<file path="config.mk">
export PLATFORM = sky130hd
export DESIGN_NAME = miner_nonce_scheduler
export DESIGN_NICKNAME = d
export VERILOG_FILES = /design/src/rtl/miner_nonce_scheduler.sv
export SDC_FILE = /design/constraint.sdc
export NUM_CORES = 1
export LEC_CHECK = 0
export ABC_AREA = 1
export BUFFER_PORTS_ARGS = -buffer_cell sky130_fd_sc_hd__buf_2
export CAP_MARGIN = 10
export CORE_AREA = 3 3 204 206
export DETAILED_ROUTE_END_ITERATION = 10
export DIE_AREA = 0 0 207 209
export GPL_ROUTABILITY_DRIVEN = 0
export GPL_TIMING_DRIVEN = 0
export PLACE_DENSITY = 0.61
export SYNTH_ARGS = -nofsm -noshare
export SYNTH_HDL_FRONTEND = slang
export SYNTH_SLANG_ARGS = --single-unit
export TNS_END_PERCENT = 50
</file>
<file path="constraint.sdc">
create_clock -name clk -period 6.45 [get_ports clk]
set_input_delay 1.29 -clock clk [delete_from_list [all_inputs] [get_ports clk]]
set_output_delay 1.29 -clock clk [all_outputs]
set_load 0.01 [all_outputs]
</file>
<file path="src/rtl/miner_nonce_scheduler.sv">
// Nonce batch scheduler for an array of sha3_256_miner cores sharing one job.
// Batches of 2^BATCH_LOG2 nonces go round-robin to idle cores. The first
// reported solution is latched, all cores are aborted and irq pulses once.
module miner_nonce_scheduler #(
    parameter int NUM_CORES  = 4,
    parameter int BATCH_LOG2 = 16,
    parameter int NONCE_W    = 64
) (
    input  logic                         clk,
    input  logic                         rst_n,
    input  logic                         run,
    input  logic [NONCE_W-1:0]           start_nonce,
    input  logic [NUM_CORES-1:0]         core_ready,
    input  logic [NUM_CORES-1:0]         core_found,
    input  logic [NUM_CORES*NONCE_W-1:0] core_solution,
    output logic [NUM_CORES-1:0]         core_load,
    output logic [NONCE_W-1:0]           core_base,
    output logic                         core_abort,
    output logic [NONCE_W-1:0]           solution,
    output logic                         found,
    output logic                         running,
    output logic                         exhausted,
    output logic [NONCE_W-1:0]           next_nonce,
    output logic                         irq
);

    localparam int IDX_W = (NUM_CORES > 1) ? $clog2(NUM_CORES) : 1;
    // One extra bit so the carry out of the nonce space is visible.
    localparam logic [NONCE_W:0] BATCH_INC = (NONCE_W + 1)'(1) << BATCH_LOG2;

    typedef enum logic [1:0] {IDLE, DISPATCH, DRAIN, DONE} state_t;

    state_t               state, state_nxt;
    logic                 run_d;
    logic                 armed;
    logic [IDX_W-1:0]     rr_ptr, rr_nxt;
    logic [NUM_CORES-1:0] last_grant;

    logic                 start;
    logic [NUM_CORES-1:0] eligible;
    logic [IDX_W-1:0]     grant, winner;
    logic [NONCE_W:0]     nonce_inc;

    logic [NUM_CORES-1:0] load_nxt;
    logic [NONCE_W-1:0]   base_nxt, sol_nxt, nonce_nxt;
    logic                 abort_nxt, irq_nxt, found_nxt, exh_nxt;

    // First requesting index at or after ptr, wrapping; smallest circular distance wins.
    function automatic logic [IDX_W-1:0] rr_pick(input logic [NUM_CORES-1:0] req,
                                                 input logic [IDX_W-1:0] ptr);
        logic [IDX_W-1:0] pick;
        int best;
        int d;
        pick = ptr;
        best = NUM_CORES;
        for (int i = 0; i < NUM_CORES; i++) begin
            d = i - int'(ptr);
            if (d < 0) d = d + NUM_CORES;
            if (req[i] && d < best) begin
                best = d;
                pick = IDX_W'(i);
            end
        end
        return pick;
    endfunction

    // Successor index modulo NUM_CORES.
    function automatic logic [IDX_W-1:0] rr_next(input logic [IDX_W-1:0] idx);
        if (int'(idx) >= NUM_CORES - 1) return '0;
        return idx + 1'b1;
    endfunction

    // Solution slice belonging to core idx.
    function automatic logic [NONCE_W-1:0] core_slice(input logic [NUM_CORES*NONCE_W-1:0] sols,
                                                      input logic [IDX_W-1:0] idx);
        logic [NONCE_W-1:0] s;
        s = '0;
        for (int i = 0; i < NUM_CORES; i++) begin
            if (int'(idx) == i) s = sols[i*NONCE_W +: NONCE_W];
        end
        return s;
    endfunction

    // A run level already high when reset releases is not an edge: armed gates it.
    assign start     = run & ~run_d & armed;
    // A core just loaded may still show ready for one cycle, so it is masked.
    assign eligible  = core_ready & ~last_grant;
    assign grant     = rr_pick(eligible, rr_ptr);
    assign winner    = rr_pick(core_found, rr_ptr);
    assign nonce_inc = {1'b0, next_nonce} + BATCH_INC;
    assign running   = (state == DISPATCH) || (state == DRAIN);

    // State register.
    always_ff @(posedge clk or negedge rst_n) begin
        if (!rst_n) state <= IDLE;
        else        state <= state_nxt;
    end

    // Next-state and next-output decode; abort/found outrank dispatch.
    always_comb begin
        state_nxt = state;
        load_nxt  = '0;
        base_nxt  = core_base;
        abort_nxt = 1'b0;
        irq_nxt   = 1'b0;
        found_nxt = found;
        exh_nxt   = exhausted;
        sol_nxt   = solution;
        nonce_nxt = next_nonce;
        rr_nxt    = rr_ptr;
        case (state)
            IDLE: begin
                if (start) begin
                    nonce_nxt = start_nonce;
                    found_nxt = 1'b0;
                    exh_nxt   = 1'b0;
                    state_nxt = DISPATCH;
                end
            end
            DISPATCH, DRAIN: begin
                if (!run) begin
                    abort_nxt = 1'b1;
                    state_nxt = IDLE;
                end else if (|core_found) begin
                    sol_nxt   = core_slice(core_solution, winner);
                    found_nxt = 1'b1;
                    irq_nxt   = 1'b1;
                    abort_nxt = 1'b1;
                    state_nxt = DONE;
                end else if (state == DISPATCH) begin
                    if (|eligible) begin
                        load_nxt  = NUM_CORES'(1) << grant;
                        base_nxt  = next_nonce;
                        rr_nxt    = rr_next(grant);
                        nonce_nxt = nonce_inc[NONCE_W-1:0];
                        // Carry out means the batch just issued was the last one.
                        if (nonce_inc[NONCE_W]) state_nxt = DRAIN;
                    end
                end else if ((&core_ready) && (last_grant == '0)) begin
                    exh_nxt   = 1'b1;
                    state_nxt = IDLE;
                end
            end
            DONE: begin
                if (!run) state_nxt = IDLE;
            end
            default: state_nxt = IDLE;
        endcase
    end

    // Registered outputs and scheduler bookkeeping.
    always_ff @(posedge clk or negedge rst_n) begin
        if (!rst_n) begin
            run_d      <= 1'b0;
            armed      <= 1'b0;
            rr_ptr     <= '0;
            last_grant <= '0;
            core_load  <= '0;
            core_base  <= '0;
            core_abort <= 1'b0;
            irq        <= 1'b0;
            found      <= 1'b0;
            exhausted  <= 1'b0;
            solution   <= '0;
            next_nonce <= '0;
        end else begin
            run_d      <= run;
            armed      <= 1'b1;
            rr_ptr     <= rr_nxt;
            last_grant <= load_nxt;
            core_load  <= load_nxt;
            core_base  <= base_nxt;
            core_abort <= abort_nxt;
            irq        <= irq_nxt;
            found      <= found_nxt;
            exhausted  <= exh_nxt;
            solution   <= sol_nxt;
            next_nonce <= nonce_nxt;
        end
    end

endmodule

</file>
## Word level (Yosys, flattened, before mapping)

Cells that the tools add are included.

| cells by class | value |
|---|---|
| add/sub/neg operators | 10 |
| multiply operators | 0 |
| div/mod/pow operators | 0 |
| magnitude comparators | 12 |
| eq/ne operators | 18 |
| shift operators | 1 |
| mux-type cells | 64 |
| bitwise gates (word level) | 6 |
| reductions and logical operators | 24 |

Operators with widths:

| kind | count |
|---|---|
| $mux W64 | 9 |
| $mux W32 | 10 |
| $lt A32 B32 Y1 | 6 |
| $pmux W64 S2 | 1 |
| $add A64 B17 Y65 const B | 1 |
| $mux W2 | 18 |
| $lt A32 B4 Y1 const B | 1 |
| $add A3 B4 Y5 const B | 4 |
| $mux W4 | 5 |
| $mux W1 | 18 |
| $ne A2 B2 Y1 const B | 9 |
| $ne A5 B5 Y1 const B | 3 |
| $lt A3 B1 Y1 const B | 4 |
| $reduce_and A6 Y1 | 2 |
| $reduce_and A5 Y1 | 2 |
| $logic_and A1 B1 Y1 | 9 |
| $eq A2 B2 Y1 const B | 4 |
| $reduce_and A4 Y1 | 2 |
| $reduce_or A4 Y1 | 2 |
| $pmux W2 S3 | 1 |
| $sub A1 B2 Y3 const A | 2 |
| $sub A2 B2 Y3 const A | 2 |
| $and A4 B4 Y4 | 1 |
| $eq A2 B1 Y1 const B | 2 |
| other kinds (13) | 17 |

| storage, ports and cells | value |
|---|---|
| flip-flop bits (word level) | 206 |
| latch bits | 0 |
| bits in writable memories | 0 |
| memory bits (read-only) | 0 |
| bits of input ports | 331 |
| memories | 0 |

## Depth between registers and ports, before layout

| logic depth | value |
|---|---|
| depth in word-level cells | 23 |
| mapped depth | 26 |

## Least setup slack after synthesis

No wires, ideal clock.

| timing | value |
|---|---|
| path type | input to register |
| from | input port core_found[0] |
| to | register solution[53] |
| setup time | 0.117 ns |
| data arrival time | 3.421 ns |
| required time | 6.333 ns |
| slack | 2.912 ns |
| cell stages on the path | 23 |
| path buffers | 3 |
| cell sequence | nand2_1 nand2_2 o21ai_0 ha_1 inv_1 nor2_1 nand2_1 nand3_2 nand2_1 o21ai_0 ha_1 inv_1 nor2_1 nand2_1 nand3_2 buf_6 nand2_4 buf_8 buf_8 o21ai_2 nand3_1 nand2_1 nand2_1 |

| between the ends | value |
|---|---|
| longest elaborated chain between the ends | 16 |
| elaborated cells on any way between the ends | 24 |
| those cells by class | order compare (3); eq/ne (3); mux (11); reduce/logical (7) |

Ends and longest elaborated chain:

| item | RTL line | text |
|---|---|---|
| start, declared | 14 | `input logic [NUM_CORES-1:0] core_found,` |
| $logic_and A1 B1 Y1 | 59 | `if (req[i] && d < best) begin` |
| $mux W32 | 59 |  |
| $lt A32 B32 Y1 | 59 |  |
| $logic_and A1 B1 Y1 | 59 |  |
| $mux W32 | 59 |  |
| $lt A32 B32 Y1 | 59 |  |
| $logic_and A1 B1 Y1 | 59 |  |
| $mux W32 | 59 |  |
| $lt A32 B32 Y1 | 59 |  |
| $logic_and A1 B1 Y1 | 59 |  |
| $mux W2 | 59 |  |
| $logic_not A2 Y1 | 79 | `if (int'(idx) == i) s = sols[i*NONCE_W +: NONCE_W];` |
| $mux W64 (4 in series) | 79 |  |
| end signal, assigned | 177 | `solution <= sol_nxt;` |
| end, declared | 19 | `output logic [NONCE_W-1:0] solution,` |

Parallel ways exist; a longest one is shown, timed or not.
A chain may end at the register's enable or synchronous reset.

## Worst setup path after layout

| timing | value |
|---|---|
| from | input port core_found[0] |
| to | register solution[19] |

Same word-level chain as after synthesis.

==> results.toml <==
[yosys]
syn_area_per_cell_um2 = 7.35
synthArstFlopShare_pct = 100
ys_seq_area_share_pct = 41.7
synth_edf_count = 0
synth_area_um2 = 12300
synthesis.nets = 2025
synthMuxAreaShare_pct = 0
synth_xor_area_share_pct = 1.63
synth_adder_area_share_pct = 1.42
synth_top_family_by_area = "simple AND/OR/NAND/NOR gates"
syn_inst = 1680
synth_cell_types = 40
yosys_most_used_dff = "dfrtp_1"
synthSimpleGateAreaFrac_pct = 30.5
synth-seq-cells = 206
synth_compound_area_share_pct = 14.5
ys_warn_count = 0

[drt]
dr.pass1.iters = 6
drtIter0Drc = 1319
viasPerCell = 5.35
ant_nets = 0
avgRoutedWirePerCell_um = 22.2
vias = 15028
routed_wl_um = 62300
drc = 0

[worst_setup_path]
reg2regPathDepth = 24
rr_startpoint = "rr_ptr[1]$_DFFE_PN0P_"
crit_slowest_cell = "ha_1"
worstPathMaxFanout = 10
critPathCaptureType = "register"
arrival_ns = 4.24
reg2reg_slack_ns = 2.74
path_class = "input pin to register"
startpoint_type = "input pin"
cpMostUsedCell = "nand2_1"
crit_start = "core_found[0]"
r2r_end = "solution[19]$_DFFE_PN0P_"
crit_chain = "buf_2 -> nand2_1 -> nand2_2 -> o21ai_0 -> ha_1 -> inv_1 -> nor2_1 -> nand2_1 -> nand3_2 -> nand2_1 -> o21ai_0 -> ha_1 -> inv_1 -> nor2_1 -> nand2_1 -> nand3_2 -> nand2_1 -> buf_4 -> buf_2 -> o21ai_1 -> nand3_1 -> nand2_1 -> nand2_1"
crit_end = "solution[19]$_DFFE_PN0P_"
critical_path.max_stage_delay_ns = 0.29
cp.required_ns = 6.88

[floorplan]
die_h_um = 209
die_x_um = 207
rows = 73
core_area_um2 = 39800
die-area_um2 = 43300
start_util_pct = 31.0
ios = 532

[sta]
finalMaxSlewViolations = 0
period_needed_ns = 3.81
max_slew_margin_pct = 46.0
totalNegativeSetupSlack_ns = 0
worstMarginPinSlew_ns = 0.810
rsz0062_at_grt = "false"
period_share_pct = 59.1
hold_violations = 0
clock_skew_ns = 0.0216
max_freq_mhz = 262
setup_viol = 0
worst_hold_slack_ns = 0.478
fin_ws_ns = 2.64

[cells_and_area]
final_common_cell = "buf_2"
nets = 2585
finalNonFillerCells = 2809
postLayoutCellArea_um2 = 16600
area_delta_synth_final_pct = 34.7
fillCellCount = 4213
mostFrequentLayoutCells = "buf_2, nand2_1, dfrtp_1"
final_util_pct = 41.8
drive_above_1_share_pct = 30.1
multi_input_area_um2 = 5940
regArea_um2 = 5150

[placed_design]
dp_cells = 2737
pre_cts_ws_ns = 2.16
port_buffers = 531
post-dp-hpwl_um = 50500
dpl-instance-area_um2 = 15700

[clocking]
clockBufferDepth = 3
cts_hold_buf = 0
htreeDepth = 1
cts_sinks = 206
ctsResizeCount = 0
post_cts_buffers = 0
clock-root-buffer = "clkbuf_16"
tritoncts = "yes"
clkLatencyLatePin_ns = 0.55
cts_inserted_buffers = 26
clkTransAtPathRegs_ns = 0.06

[worst_hold_path]
hold_class = "register to register"

[grt]
grt_overflow = 0
antenna_found_initial = 29
first_global_vias = 15045
grt_util_all_layers_pct = 27.3
grt_max_degree = 116
grt_pass1_wl_um = 92200

[job]
maxCapViolations = 0

[power_and_ir_drop]
finalPower_mw = 9.19
p_leak_nw = 8.62
power.density_nw_per_um2 = 552
ir_worst_vdd_mv = 0.252

[outcome]
outcome = "finished, final reports clean"
[sequential cells by signal, indices dropped and copies added, names as in the netlist]
name,cells
armed,1
core_abort,1
core_base,64
exhausted,1
found,1
irq,1
last_grant,4
next_nonce,64
rr_ptr,2
run_d,1
solution,64
state,2
[kinds of logic (layout without fill, tap and decap cells)]
logic type,Yosys count,after routing
AND/OR/NAND/NOR,833,833
XOR/XNOR,23,23
other,1,27
adder cells (fa/ha/maj),14,14
buffers and inverters,285,863
AO/OA/AOI/OAI,318,318
flip-flops,206,206
[report_power, final]
| group | switching (mW) | internal [mW] |
|---|---|---|
| clock network | 0.612 | 0.901 |
| registers | 0.473 | 1.87 |
| logic | 3.58 | 1.76 |
[synthesized netlist by cell type (all sizes together), types with 5 or more instances]
cell      n  area share (%)
nor2    117             3.7
a21oi    62             2.5
a22oi     5            0.30
inv     172             5.2
buf      63             3.4
nand2   407              12
o22ai    20             1.0
dfrtp   206              42
ha       14             1.4
o21ai   205             9.1
nor4      5            0.30
nor3     19            0.77
nand4   156             7.9
o211ai   20             1.2
nand3   127             5.2
xor2     23             1.6
clkbuf   50             1.5
[routing by layer]
metal	vias to the layer above	GRT usage, %	share of wire, %
met5	-	0	0.047
met4	6	16.6	6.9
met3	212	6.32	8.6
met2	886	47.4	49
met1	7086	30.3	36
li1	6838	-	-
[worst min-delay path by stage]
stage | startpoint | to | slack, ns | cells past startpoint
floorplan | state[1]$_DFFE_PN0P_ | state[1]$_DFFE_PN0P_ | 0.51 | 2
global placement | solution[14]$_DFFE_PN0P_ | solution[14]$_DFFE_PN0P_ | 0.46 | 2
detailed placement | solution[9]$_DFFE_PN0P_ | solution[9]$_DFFE_PN0P_ | 0.46 | 2
CTS | solution[9]$_DFFE_PN0P_ | solution[9]$_DFFE_PN0P_ | 0.48 | 2
global route | core_base[32]$_DFFE_PN0P_ | core_base[32]$_DFFE_PN0P_ | 0.51 | 2
finish | solution[62]$_DFFE_PN0P_ | solution[62]$_DFFE_PN0P_ | 0.48 | 2
[critical path, delay by kind of cell]
family	cells	cell delay, ns
buffers and inverters	5	0.67
and+or+nand+nor	13	1.24
adders and majority gates	2	0.58
AOI/OAI and AO/OA	3	0.48
[area by class of cell]
class | instances | share of cell area [%]
Inverter | 172 | 3.90
Tap cell | 525 | 3.95
Timing Repair Buffer | 532 | 16.2
Sequential cell | 206 | 31.0
Multi-Input combinational cell | 1189 | 35.7
Antenna cell | 26 | 0.391
Buffer | 113 | 3.67
Clock buffer | 36 | 4.56
Clock inverter | 10 | 0.684
Note: power is estimated with default switching activity, not from simulation.
